<file path="src/rtl/hazard_scoreboard.sv">
// Hazard and forwarding controller for the stepped MIPS pipeline: tracks post-ID destinations,
// picks forward sources, raises load-use stalls and IF/ID flushes. Optional stats: HAZARD_STATS_EN.
module hazard_scoreboard #(
    parameter int AW         = 5,
    parameter int STAGES     = 3,
    parameter int LOAD_READY = 2,
    parameter int SELW       = 3
) (
    input  logic            clk,
    input  logic            rst,
    input  logic            advance,
    input  logic            id_valid,
    input  logic [AW-1:0]   id_rs,
    input  logic [AW-1:0]   id_rt,
    input  logic            id_rs_used,
    input  logic            id_rt_used,
    input  logic [AW-1:0]   id_dst,
    input  logic            id_wr,
    input  logic            id_load,
    input  logic            id_redirect,
    output logic            stall,
    output logic            flush_if,
    output logic [SELW-1:0] fwd_rs,
    output logic [SELW-1:0] fwd_rt
`ifdef HAZARD_STATS_EN
    ,
    output logic [15:0]     stall_cnt,
    output logic [15:0]     flush_cnt
`endif
);

    // Entry k mirrors the instruction currently in post-ID stage k (1 = EX).
    logic [STAGES:1] sb_valid;
    logic [STAGES:1] sb_load;
    logic [AW-1:0]   sb_dst [1:STAGES];

    logic haz_rs;
    logic haz_rt;
    logic enter_valid;

    always_comb begin
        // NOTE: every output of this block gets a default first, so no latch is inferred.
        fwd_rs = '0;
        fwd_rt = '0;
        haz_rs = 1'b0;
        haz_rt = 1'b0;
        // Scan oldest to youngest so the youngest producer overwrites older matches.
        for (int k = STAGES; k >= 1; k--) begin
            if (sb_valid[k] && sb_dst[k] == id_rs && id_rs != '0 && id_rs_used) begin
                fwd_rs = SELW'(k);
                haz_rs = sb_load[k] && (k < LOAD_READY);
            end
            if (sb_valid[k] && sb_dst[k] == id_rt && id_rt != '0 && id_rt_used) begin
                fwd_rt = SELW'(k);
                haz_rt = sb_load[k] && (k < LOAD_READY);
            end
        end
    end

    assign stall       = id_valid & (haz_rs | haz_rt);
    assign flush_if    = id_valid & id_redirect & ~stall;
    assign enter_valid = id_valid & id_wr & (id_dst != '0) & ~stall;

    always_ff @(posedge clk or posedge rst) begin
        // NOTE: sequential state uses non-blocking assignments so every stage samples pre-edge values.
        if (rst) begin
            sb_valid <= '0;
        end else if (advance) begin
            sb_valid <= {sb_valid[STAGES-1:1], enter_valid};
        end
    end

    // NOTE: payload fields carry no reset; a cleared valid bit makes their contents irrelevant.
    always_ff @(posedge clk) begin
        if (advance) begin
            sb_load   <= {sb_load[STAGES-1:1], id_load};
            sb_dst[1] <= id_dst;
            for (int k = 2; k <= STAGES; k++) begin
                sb_dst[k] <= sb_dst[k-1];
            end
        end
    end

`ifdef HAZARD_STATS_EN
    always_ff @(posedge clk or posedge rst) begin
        if (rst) begin
            stall_cnt <= '0;
            flush_cnt <= '0;
        end else if (advance) begin
            if (stall && stall_cnt != 16'hFFFF) begin
                stall_cnt <= stall_cnt + 16'd1;
            end
            if (flush_if && flush_cnt != 16'hFFFF) begin
                flush_cnt <= flush_cnt + 16'd1;
            end
        end
    end
`else
    // Statistics disabled: no counter registers exist in this build.
`endif

endmodule

</file>
<file path="config.mk">
export PLATFORM = sky130hd
export DESIGN_NAME = hazard_scoreboard
export DESIGN_NICKNAME = d
export VERILOG_FILES = /design/src/rtl/hazard_scoreboard.sv
export SDC_FILE = /design/constraint.sdc
export NUM_CORES = 1
export LEC_CHECK = 0
export ABC_AREA = 1
export ABC_CLOCK_PERIOD_IN_PS = 1600
export CAP_MARGIN = 5
export CORE_MARGIN = 5
export CORE_UTILIZATION = 30
export DETAILED_ROUTE_END_ITERATION = 8
export PLACE_DENSITY = 0.62
export SKIP_CTS_REPAIR_TIMING = 1
export SYNTH_ARGS = -nofsm -noshare
export SYNTH_HDL_FRONTEND = slang
export SYNTH_SLANG_ARGS = --single-unit
</file>
<file path="constraint.sdc">
create_clock -name clk -period 1.6 [get_ports clk]
set_input_delay 0.16 -clock clk [delete_from_list [all_inputs] [get_ports clk]]
set_output_delay 0.16 -clock clk [all_outputs]
set_load 0.02 [all_outputs]
</file>
* Yosys cells after proc, flatten, opt, wreduce, memory -nomap -nowiden
Memory sizes are Yosys's and may differ from the RTL's.
Cells that the tools add are included.
** Storage, ports and cells
- Bits of input ports :: 24
- Memory bits (writable) :: 15
- Memories kept :: 1
- Flip-flop bits (word level) :: 4
** Memories
- sb_dst :: words 3, bits a word 5, rd ports 3, clocked after memory_dff 0, write ports 3, RTL line 35 : logic [AW-1:0] sb_dst [1:STAGES];
** Cells by class
- Bitwise gates (word level) :: 8
- Muxes and demuxes :: 10
- Reductions and logical operators :: 21
- Eq/ne operators :: 6
** Operators by type and width (count)
- $eq 5x5->1 :: 6
- $logic_and 1x1->1 :: 18
- $reduce_bool 5->1 :: 3
- $mux 2 :: 4
- $and 1x1->1 :: 6
- $mux 3 :: 2
- $mux 1 :: 4
- $not 1->1 :: 1
- $or 1x1->1 :: 1

* Logic depth before layout (Yosys ltp)
Gate-level depths: netlist of the first run.
An unclocked memory read counts as a cell.
- Word-level depth :: 10
- Depth in mapped cells :: 11

* Worst setup path after synthesis of the first run
Ideal clock, no wire load.
- Path kind :: register -> output
- Start point :: reg sb_dst[0][6] (netlist name)
- End point :: out flush_if
- Stages on the path, launching flop included :: 12
- Slack :: 285 ps
- Arrival time :: 1155 ps
- Required time :: 1440 ps
- Path through :: edfxtp_1 -> inv_1 -> nand2_1 -> nand2_1 -> inv_1 -> nand2_2 -> nor2_4 -> nand2_2 -> nand2_2 -> nand2_2 -> inv_2 -> nor2_2
** RTL lines
- to (decl) :: RTL line 22 : output logic flush_if,

==> results of run 1 <==
==> cells in the mapped netlist (all sizes together) <==
| master | count |
|---|---|
| a21oi | 4 |
| conb | 1 |
| xnor2 | 1 |
| nand3 | 5 |
| o21ai | 3 |
| buf | 2 |
| inv | 31 |
| dfrtp | 3 |
| o22ai | 5 |
| clkinv | 1 |
| nand4 | 5 |
| nor3 | 5 |
| nand2 | 85 |
| a21boi | 1 |
| nor2 | 22 |
| edfxtp | 16 |
==> logic make-up after synthesis <==
family | synth area share
buffers and inverters | 0.103
xor gates and xnor gates | 0.00667
and+or+nand+nor | 0.408
AOI/OAI and AO/OA | 0.0562
DFF | 0.423
other | 0.00286
==> state kept, by name, indices dropped and copies added (netlist names) <==
| name | count |
|---|---|
| sb_dst | 15 |
| sb_load | 1 |
| sb_valid | 3 |
==> per-layer routing <==
metal / up-vias / part of all wire
li1: 688 / -
met3: 4 / 0.065
met2: 33 / 0.46
met4: 0 / 0.012
met5: - / 0
met1: 543 / 0.46
==> area by class of cell <==
class	count	area, µm²	area share
multi-input cells	138	669	0.356
repair buffers	45	422	0.224
clock inverters	1	7.51	0.00399
inverters	32	120	0.0639
flip-flops and latches	19	556	0.295
clock buffers	3	41.3	0.0220
well taps	52	65.1	0.0346
==> power groups by stage <==
| stage | clock (mW) | sequential, mW | combinational (mW) |
|---|---|---|---|
| 6_report | 0.328 | 0.614 | 0.298 |
| 5_1_grt | 0.363 | 0.620 | 0.333 |
| 4_1_cts | 0.338 | 0.613 | 0.286 |
| 3_5_place_dp | 0 | 0.623 | 0.285 |
| 3_3_place_gp | 0 | 0.623 | 0.285 |
| 2_1_floorplan | 0 | 0.613 | 0.140 |
==> path summary, 6_finish.rpt <==
check / endpoint / slack [ns]
setup / recovery: flush_if / -0.14
hold / removal: sb_valid[2] / 0.07
setup reg to reg: sb_valid[1] / 0.29
hold reg to reg: sb_dst[0][18] / 0.54
max in group asynchronous: sb_valid[3] / 1.40
min in group clk: sb_load[1] / 0.46
==> cell usage in the layout, fill, tap and decap left out, drive strengths merged <==
master	n
clkinv	1
clkbuf	3
o22ai	5
nand3	5
xnor2	1
dfrtp	3
edfxtp	16
inv	31
clkinvlp	1
dlymetal6s2s	7
nand2	85
clkdlybuf4s50	16
a21boi	1
buf	22
conb	2
nand4	5
o21ai	3
a21oi	4
nor2	22
nor3	5
==> worst max-delay path, cell delays in order, from the launching register on <==
cell and delay [ns]:
sky130_fd_sc_hd__edfxtp_1 0.46, sky130_fd_sc_hd__buf_4 0.17, sky130_fd_sc_hd__nand2_2 0.06, sky130_fd_sc_hd__nand3_2 0.09, sky130_fd_sc_hd__nor2_4 0.13, sky130_fd_sc_hd__nand2_4 0.07
sky130_fd_sc_hd__nand2_2 0.06, sky130_fd_sc_hd__nand2_2 0.05, sky130_fd_sc_hd__inv_2 0.06, sky130_fd_sc_hd__nor2_2 0.03, sky130_fd_sc_hd__buf_4 0.14
==> results.md, run 1 <==
- The final hold violation count was 0.
- met2 is the most crowded layer.
- The non-filler instance count after layout is 290.
- The die is 76.1 µm tall.
- The CTS buffer count is 3.
- The internal portion of the total power is 0.900 mW.
- The flip-flop and latch count after synthesis is 19.
- For this design the ratio of total power to cell area is 660 nW/µm².
- The startpoint-to-endpoint class of the critical path is flip-flop to primary output.
- The number of iterations in the first detailed-routing pass is 4.
- The die width is 76.1 µm.
- For this run, global-route usage on met3 was measured as 0.0260.
- The count of pins over their slew limit was 0.
- The startpoint of the worst setup timing path is sb_dst[0][6].
- The ratio of cells with drive above 1 in the final layout is 0.269.
- The growth of design area from synthesis to finish is 43.3%.
- For met1 alone, demand over resource in global routing was 0.132.
- Setup violations remaining at the end of the flow were counted as 6.
- The buffer levels on the longest clock path is 2.
- The initial antenna violation count is 0.
- Dividing the detail-routed wire length by the instance count gives between 10 and 15 µm.
- Entering global routing, the biggest net connects 21 pins.
- The number of violations of the max-capacitance limit is 0.
- The post-synthesis cell area is 1310 µm².
- The count of H-tree levels built during CTS is 1.
- Dividing the detail-routed via count by the number of cells gives 4.37.
- The switching fraction of total power is 0.275.
- The clock reaches the later pin of the worst-skew pair after 0.25 ns.
- The data required time of the worst path is 1.44 ns.
- The core region is 4290 µm².
- Summed over all layers, the routed wires come to 3.12 mm.
- The number of nets at the end of the flow is 263.
- Counting distinct cell types in the post-synthesis netlist gives 23.
- The worst ir drop on vdd is 482 µV.
- After clock tree synthesis, the clock-pin slew on the worst setup and hold paths is 0.07 ns.
- In this run the cell area measured after placement is 1770 µm².
- The arrival time reported for the critical path endpoint is 1.58 ns.
- For this design the static power due to leakage is 0.956 nW.
- The cell count after synthesis came out at 190.
- The first routing iteration left 49 violations.
- The worst register-to-register path has a depth of 9.
- Clock tree synthesis selected as its root buffer the cell sky130_fd_sc_hd__clkbuf_8.
- The placed wire-length estimate after detailed placement is 2.61 mm.
- The run finished, with violations left.
- The floorplan step defined a die boundary enclosing 5800 µm².
- During synthesis, Yosys emitted a total of 0 warnings.
- The count of nets left with antenna violations once routing finished came out at 0.
- The number of global-route vias before repair is ~1,200.
- Setup repair after global routing could not meet its margin everywhere.
- Of the available clock period, the critical path in the final layout requires 1.09.
- The number of antenna diodes in the final layout is 0.
- The DRC violation count after routing is 0.
- The worst hold-check path type is input pin to async pin.
- Pin placement for this block handled 32 I/O pins.
- The largest fanout on the critical path is 4.
- The clock power share is 0.265.
- Across all hold checks on the routed design, the worst slack comes to 0.0700 ns.
- In the post-route analysis, the smallest setup slack over all paths is -0.142 ns.
- The fraction of power consumed by sequential logic is 0.495.
- STA classifies the critical path startpoint as a flip-flop.
- The upper clock frequency limit is 574 MHz.
- After floorplanning, the core was divided into 24 placement rows.
- The aggregate global routing overflow is 0.
- Fill cells in the final layout number 446.
- The worst clock skew is 0.00478 ns.
- Summed over all instances, the cell type with the most area after synthesis is sky130_fd_sc_hd__edfxtp_1.
- The share of total power dissipated in combinational logic is 0.240.
- Input and output buffers added on the ports amount to 29.
- Once layout is complete, the utilization of the core stands at 0.438.
- The shortest clock period the worst path allows after layout is 1.74 ns.
- The number of placed instances, taps included, is between 200 and 300.
- The met2 usage is 0.176.
- Ranked by total cell area, the synthesized netlist is headed by sky130_fd_sc_hd__edfxtp_1, sky130_fd_sc_hd__nand2_1, sky130_fd_sc_hd__inv_1, sky130_fd_sc_hd__dfrtp_1, sky130_fd_sc_hd__nor2_1.
- The switching power of the nets is 0.341 mW.
- The critical register-to-register path startpoint is sb_dst[0][6].
- The overall global routing resource usage is 0.105.
- The top-area cell type share of the netlist area is 0.366.
- The TritonCTS clock tree is done.
- The CTS sink count is 19.
- The average instance in the mapped netlist occupies 6.91 µm².
- After routing the design area is ~1900 µm².
- Adding up every negative setup slack in the final design gives -0.436 ns.
- Summing over every cut layer, the via total after detailed routing is roughly 1,300.
- The first global-routing pass estimated 5.11 mm of wire.
- The final reports fail on setup timing.
- Before CTS, the worst setup slack after placement is -0.604 ns.
- The congestion estimate from routability-driven global placement came to 0.910.
- The sequential fraction of the synthesis area is 0.423.
- The overall power after layout is ~1.2 mW.
- The worst setup path is captured at a primary output.
- For this configuration, the core starts out at a cell density of 0.306.
No activity file was read; power rests on OpenSTA's default activity.
==> run 2: changes to the inputs <==
ABC_CLOCK_PERIOD_IN_PS = 1400   (was 1600)
PLACE_DENSITY = 0.64   (was 0.62)
clock period = 1.4 ns   (was 1.6 ns; I/O delays follow)
==> results.md, run 2 (synthesized netlist as in run 1, its figures left out) <==
- The overall global routing resource usage is 0.104.
- The largest fanout on the critical path is 4.
- CTS saw 19 sinks.
- Among the stages of the critical path, the cell type that occurs most often is sky130_fd_sc_hd__nand2_2.
- The most common cell after layout, fill and taps aside is sky130_fd_sc_hd__nand2_1.
- Walking the worst path, the cells encountered are inv_2 -> nand2_1 -> nand2_1 -> inv_1 -> nand2_2 -> nor2_4 -> nand2_4 -> nand2_2 -> nand2_2 -> inv_2 -> nor2_2 -> buf_6.
- The maximum number of pins on one net before global-route repair is 21.
- The antenna diode count is 0.
- STA puts the critical path data required time at 1.26 ns.
- The count of pins over their slew limit is 0.
- Summed over all layers, the routed wires come to 3.14 mm.
- The number of top-level design ports is 32.
- The die span in y is 76.1 µm.
- The initial antenna violation count came to 0.
- After filler insertion, the fill cell instance count of the layout stands at 452.
- Dividing total power by cell area gives a power density of ~750 nW/µm².
- The endpoint identified for the worst register-to-register timing path is sb_valid[1].
- STA classifies the critical path startpoint as a flip-flop.
- The number of flip-flops in the largest register is 15.
- Summed over all cells, the static leakage comes to ~0.95 nW.
- The final hold violation count is 0.
- The number of nets at the end of the flow is 260.
- Data arrives at the worst endpoint at between 1.5 and 2 ns.
- The die covers 5800 µm².
- The first detailed-routing pass ran for 5 iterations.
- Before CTS, the worst setup slack after placement is -0.740 ns.
- The worst-case reg-to-reg path depth is 9.
- Excluding fillers, the count of instances in the completed layout stands at 287.
- Clock-pin slew was measured on the worst setup and hold paths at 0.06 ns.
- The buffer levels on the longest clock path is 2.
- After detailed routing, the average wire length per cell comes to 10.9 µm.
- Counting the buffers created by CTS gives 3.
- The largest single stage delay on the critical path is around 0.48 ns.
- Measured along the x axis, the die boundary spans 76.1 µm.
- The cell class contributing the biggest share of worst-path delay is simple AND/OR/NAND/NOR gates.
- The TritonCTS clock tree is done.
- The setup-violating endpoint count in the final report is 6.
- The aggregate global routing overflow is 0.
- The critical path ends at flush_if.
- The startpoint of the worst setup timing path is sb_dst[0][6].
- The count of H-tree levels built during CTS is 1.
- The clock root buffer master is sky130_fd_sc_hd__clkbuf_8.
- Buffers placed on the I/O ports in this run total 29.
- The worst ir drop on vdd is 452 µV.
- The total area inside the core boundary comes to around 4300 µm².
- The final cycle utilization of the critical path is 1.20.
- The worst setup path is captured at a primary output.
- The cell count after placement is 283.
- The number of design-rule violations left by the first detailed-router iteration is 50.
- In the routed layout, each cell is associated on average with a via count of 4.40.
- For this configuration, the core starts out at a cell density of 0.306.
- The worst register-to-register path begins at sb_dst[0][6].
- The shortest clock period the worst path allows after layout is 1.68 ns.
- The number of global-route vias before repair is ~1,200.
- The source-to-sink clock delay at the later pin of the worst-skew pair is 0.24 ns.
- The top cell types in the final layout, fill and taps aside, are sky130_fd_sc_hd__nand2_1, sky130_fd_sc_hd__clkdlybuf4s50_1, sky130_fd_sc_hd__inv_2, sky130_fd_sc_hd__nor2_1, sky130_fd_sc_hd__edfxtp_1.
- The first global-routing pass estimated 5.04 mm of wire.
- At the end of routability-driven placement, the weighted congestion stood at 0.849.
- Ranked by flip-flop count, first place goes to sb_dst.
- The growth of design area from synthesis to finish is 41.8%.
- The run finished, with violations left.
- The critical path depth is 12.
- The slowest stage of the critical path is the sky130_fd_sc_hd__edfxtp_1 cell.
- The clock arrives with around 0.00064 ns of skew.
- The number of violations of the max-capacitance limit is 0.
- The worst hold-check path type is input pin to async pin.
- Of the cells placed in the final design, the portion with a size suffix greater than 1 is 0.243.
- The wire-length estimate of the detail-placed layout is 2.61 mm.
- The count of buffering cells on the critical path with inverters included is 4.
- The worst path setup slack after routing is -0.277 ns.
- The DRC violation count after routing is 0.
- The upper clock frequency limit is 596 MHz.
- The number of standard-cell rows in the floorplan is 24.
- Across all register-to-register paths, the minimum setup slack is 0.12 ns.
- The startpoint-to-endpoint class of the critical path is flip-flop to primary output.
- In this run the remaining antenna-violating nets after routing total 0.
- Setup repair after global routing could not meet its margin everywhere.
- The largest registers in the layout are sb_dst: 15 flops, sb_valid: 3 flops, sb_load: 1 flops.
- Across all layers, the routed design uses about 1,300 vias.
- The final reports fail on setup timing.
## run 2: changes by cell type in the layout (fill, tap and decap cells not counted), sizes merged
cell           previous run  this run
buf                      22        19
clkbuf                    3         4
clkdlybuf4s50            16        17
clkinvlp                  1         0
dlymetal6s2s              7         6
## run 2: metal layers
metal | track usage | wire (µm)
met5 | 0 | 0
met4 | 0.0280 | 39
met2 | 0.176 | 1470
met1 | 0.133 | 1400
met3 | 0.0236 | 238
## run 2: area by class of cell
class | count | area [µm²] | share of cell area
sequential | 19 | 556 | 0.299
tap | 52 | 65.1 | 0.0350
multi-input combinational | 138 | 658 | 0.354
clock buffer | 4 | 45.0 | 0.0242
inverter | 32 | 120 | 0.0646
timing repair buffer | 42 | 417 | 0.224
## run 2: worst register-to-register path, stage by stage, from the launching register on
cell	delay [ns]
sky130_fd_sc_hd__edfxtp_1	0.48
sky130_fd_sc_hd__buf_6	0.16
sky130_fd_sc_hd__nand2_2	0.05
sky130_fd_sc_hd__nand3_2	0.09
sky130_fd_sc_hd__nor2_4	0.10
sky130_fd_sc_hd__nand2_4	0.07
sky130_fd_sc_hd__nand2_2	0.06
sky130_fd_sc_hd__nand2_2	0.05
sky130_fd_sc_hd__nand2_1	0.06
sky130_fd_sc_hd__nand2_1	0.05
## run 2: worst min path at each step
stage / from / endpoint / slack [ns] / depth (start not counted)
finish: rst / sb_valid[3] / 0.06 / 2
global route: rst / sb_valid[1] / 0.09 / 2
CTS: rst / sb_valid[1] / 0.06 / 2
detailed placement: rst / sb_valid[2] / 0.32 / 2
global placement: rst / sb_valid[1] / 0.32 / 2
floorplan: rst / sb_valid[1] / -0.11 / 1
## run 2: through the flow
stage | setup TNS (ns) | hold slack, ns | instance area, µm² | utilization | power [mW]
after floorplan | 0 | -0.106 | 1320 | - | 0.861
after global placement | -4.31 | 0.324 | 1770 | 0.411 | 1.03
after detailed placement | -4.29 | 0.324 | 1770 | 0.411 | 1.04
after CTS | -4.33 | 0.0585 | 1810 | 0.422 | 1.40
after global routing | -1.97 | 0.0850 | 1860 | 0.433 | 1.48
final | -1.33 | 0.0567 | 1860 | 0.433 | 1.39
## run 2: report_power, final
part	total [mW]	switching (mW)	internal [mW]
registers	0.704	0.0404	0.663
clock network	0.358	0.156	0.201
logic	0.331	0.170	0.161
==> run 3: changes to the inputs <==
DONT_BUFFER_PORTS = 1   (was not set)
HOLD_SLACK_MARGIN = 0.08   (was not set)
PLACE_DENSITY = 0.54   (was 0.64)
==> results.md, run 3 (synthesized netlist as in run 1, its figures left out) <==
- The run finished, with violations left.
- The final reports fail on setup timing.
- The analysis attributes to cell leakage a power of 0.757 nW.
- The largest fanout on the critical path is 4.
- For this run the aggregate overflow at the end of global routing stands at 0.
- The most common cell after layout, fill and taps aside is sky130_fd_sc_hd__nand2_1.
- The final hold violation count was 0.
- Data on the critical path is required at its endpoint by between 1 and 1.5 ns.
- Setup violations remaining at the end of the flow were counted as 7.
- In the routed layout, each cell is associated on average with a via count of around 4.7.
- The antenna diode count is 0.
- By startpoint and endpoint, the worst setup path is classified as flip-flop to primary output.
- The worst hold-check path type is input pin to flip-flop.
- The count of pins over their slew limit is 0.
- Once routing completed, OpenROAD measured the worst setup slack at -0.245 ns.
- CTS built an H-tree with a depth of 1.
- The register with the most flip-flops in the layout has 15 of them.
- In the final layout, the registers with the most flip-flops are sb_dst: 15 flops, sb_valid: 3 flops, sb_load: 1 flops.
- In the finished design, the share of the clock period the worst path needs comes to 1.18.
- Fill cells in the final layout number ~450.
- The number of standard-cell rows in the floorplan is 24.
- The die width is around 76 µm.
- Routability-driven placement finished with a final weighted congestion of 0.873.
- The largest single stage delay on the critical path is 0.48 ns.
- The TritonCTS clock tree is done.
- Across every metal layer, demand over resource in global routing totals 0.117.
- The post-place setup slack is -0.00889 ns.
- Max-cap violations in this run came to 0.
- The worst ir drop on vdd is between 400 and 500 µV.
- The pin slew with the least headroom to its limit is between 0.8 and 0.9 ns.
- The switching power of the nets is between 0.3 and 0.4 mW.
- More flip-flops sit in one register than any other, and that register is sb_dst.
- The internal portion of the total power is 0.961 mW.
- Between clock sinks in the finished design, the worst skew comes to roughly 0.0028 ns.
- Once layout is done, the placed cells without fillers occupy 1610 µm².
- Of the total power, the share spent switching nets is 0.279.
- The number of nets with antenna violations after detailed routing is 0.
- The region available for standard cell placement spans between 4000 and 5000 µm².
- Counting stages on the worst path, the most repeated cell is sky130_fd_sc_hd__nand2_2.
- The signal on the critical path passes through nand2_1 -> nand2_1 -> inv_1 -> nand2_2 -> nor2_4 -> nand2_2 -> nand2_2 -> nand2_2 -> inv_2 -> buf_6.
- The wire-length estimate of the detail-placed layout is around 2.6 mm.
- Setup repair after global routing could not meet its margin everywhere.
- The global-route wire length before repair is 5.49 mm.
- The ratio of cells with drive above 1 in the final layout is 0.266.
- In this run the clock root is driven by a sky130_fd_sc_hd__clkbuf_8.
- The slowest stage of the critical path is the sky130_fd_sc_hd__edfxtp_1 cell.
- The initial antenna violation count is 0.
- Of the total power, registers draw 0.529.
- The number of design-rule violations left by the first detailed-router iteration is 61.
- In this run the power density over the cells is 830 nW/µm².
- The pre-antenna-repair detailed-routing pass consisted of 4 iterations.
- The share of total power dissipated in combinational logic is 0.182.
- The die span in y is 76.1 µm.
- STA puts the critical path data arrival time at roughly 1.5 ns.
- The shortest clock period the worst path allows after layout is 1.65 ns.
- The share of total power dissipated in the clock network is 0.289.
- The CTS sink count is 19.
- The number of nets at the end of the flow is between 200 and 250.
- The die covers 5800 µm².
- Compared with the post-synthesis result, the final layout area differs by 22.3%.
- The area of placed instances is 1400 µm².
- The relative slew slack is 0.448.
- Entering global routing, the biggest net connects 21 pins.
- Summed over all layers, the routed wires come to 3.33 mm.
- The clock edge transition at the registers on the reported setup and hold paths is around 0.07 ns.
- Based on the critical path, the design can be clocked at up to 608 MHz.
- The total vias in the final route is ~1,200.
- The number of top-level design ports is 32.
- The DRC violation count after routing is 0.
- The number of global-route vias before repair is 1,164.
- The library cells used most frequently in the layout, excluding fill and tap cells, are sky130_fd_sc_hd__nand2_1, sky130_fd_sc_hd__inv_2, sky130_fd_sc_hd__edfxtp_1, sky130_fd_sc_hd__inv_1, sky130_fd_sc_hd__nor2_1.
- The type of destination of the critical path is a primary output.
- The source-to-sink clock delay at the later pin of the worst-skew pair is 0.26 ns.
- In this run the tool buffered the top-level ports with 0 buffer cells.
- The worst setup path is launched from a flip-flop.
- Clock tree synthesis inserted a total of 3 buffers.
- In this run the deepest clock path goes through 2 buffers.
- The average routed wire per standard cell is 12.9 µm.
- The starting density of the core is 0.306.
[run 3: critical path: cells and delay by family, from the launching register on]
kind / cells / cell delay, ns
buffers and inverters: 3 / 0.26
flip-flops: 1 / 0.48
AND/OR/NAND/NOR: 7 / 0.51
[run 3: area by class of cell]
cell class              instances  area, µm²  area share
repair buffers                 14        136      0.0850
multi-input cells             138        682       0.425
flip-flops and latches         19        556       0.346
clock buffers                   3       41.3      0.0257
clock inverters                 1       5.00     0.00312
inverters                      32        120      0.0748
well taps                      52       65.1      0.0405
[run 3: power by group through the flow]
| stage | Clock (mW) | Sequential [mW] | Combinational, mW |
|---|---|---|---|
| final | 0.384 | 0.705 | 0.243 |
| after global routing | 0.434 | 0.711 | 0.275 |
| after CTS | 0.403 | 0.702 | 0.194 |
| after detailed placement | 0 | 0.714 | 0.194 |
| after global placement | 0 | 0.713 | 0.193 |
| after floorplan | 0 | 0.701 | 0.160 |
[run 3: final timing paths]
check | from | endpoint | slack, ns | cells past startpoint
max in group asynchronous | rst | sb_valid[1] | 1.08 | 2
min in group asynchronous | rst | sb_valid[2] | 0.19 | 2
setup / recovery | sb_dst[0][8] | stall | -0.25 | 10
hold / removal | advance | sb_valid[1] | 0.12 | 4
setup reg to reg | sb_dst[0][8] | sb_valid[1] | 0.14 | 10
hold reg to reg | sb_valid[3] | sb_valid[3] | 0.51 | 2
[run 3: metal layers]
layer,GRT usage,wire length [µm]
met1,0.156,1540
met2,0.178,1500
met3,0.0319,229
met4,0.0455,59
met5,0,0
[run 3: through the flow]
| stage | TNS (ns) | utilization | total power [mW] | hold WS [ns] | instances |
|---|---|---|---|---|---|
| after global routing | -2.48 | 0.374 | 1.42 | 0.148 | 259 |
| after detailed placement | -0.0151 | 0.327 | 0.907 | -0.0892 | 246 |
| after global placement | -0.0390 | 0.327 | 0.906 | -0.0915 | 246 |
| after CTS | -1.43 | 0.338 | 1.30 | -0.369 | 250 |
| final | -1.12 | 0.374 | 1.33 | 0.116 | 259 |
| after floorplan | 0 | - | 0.861 | -0.106 | 191 |
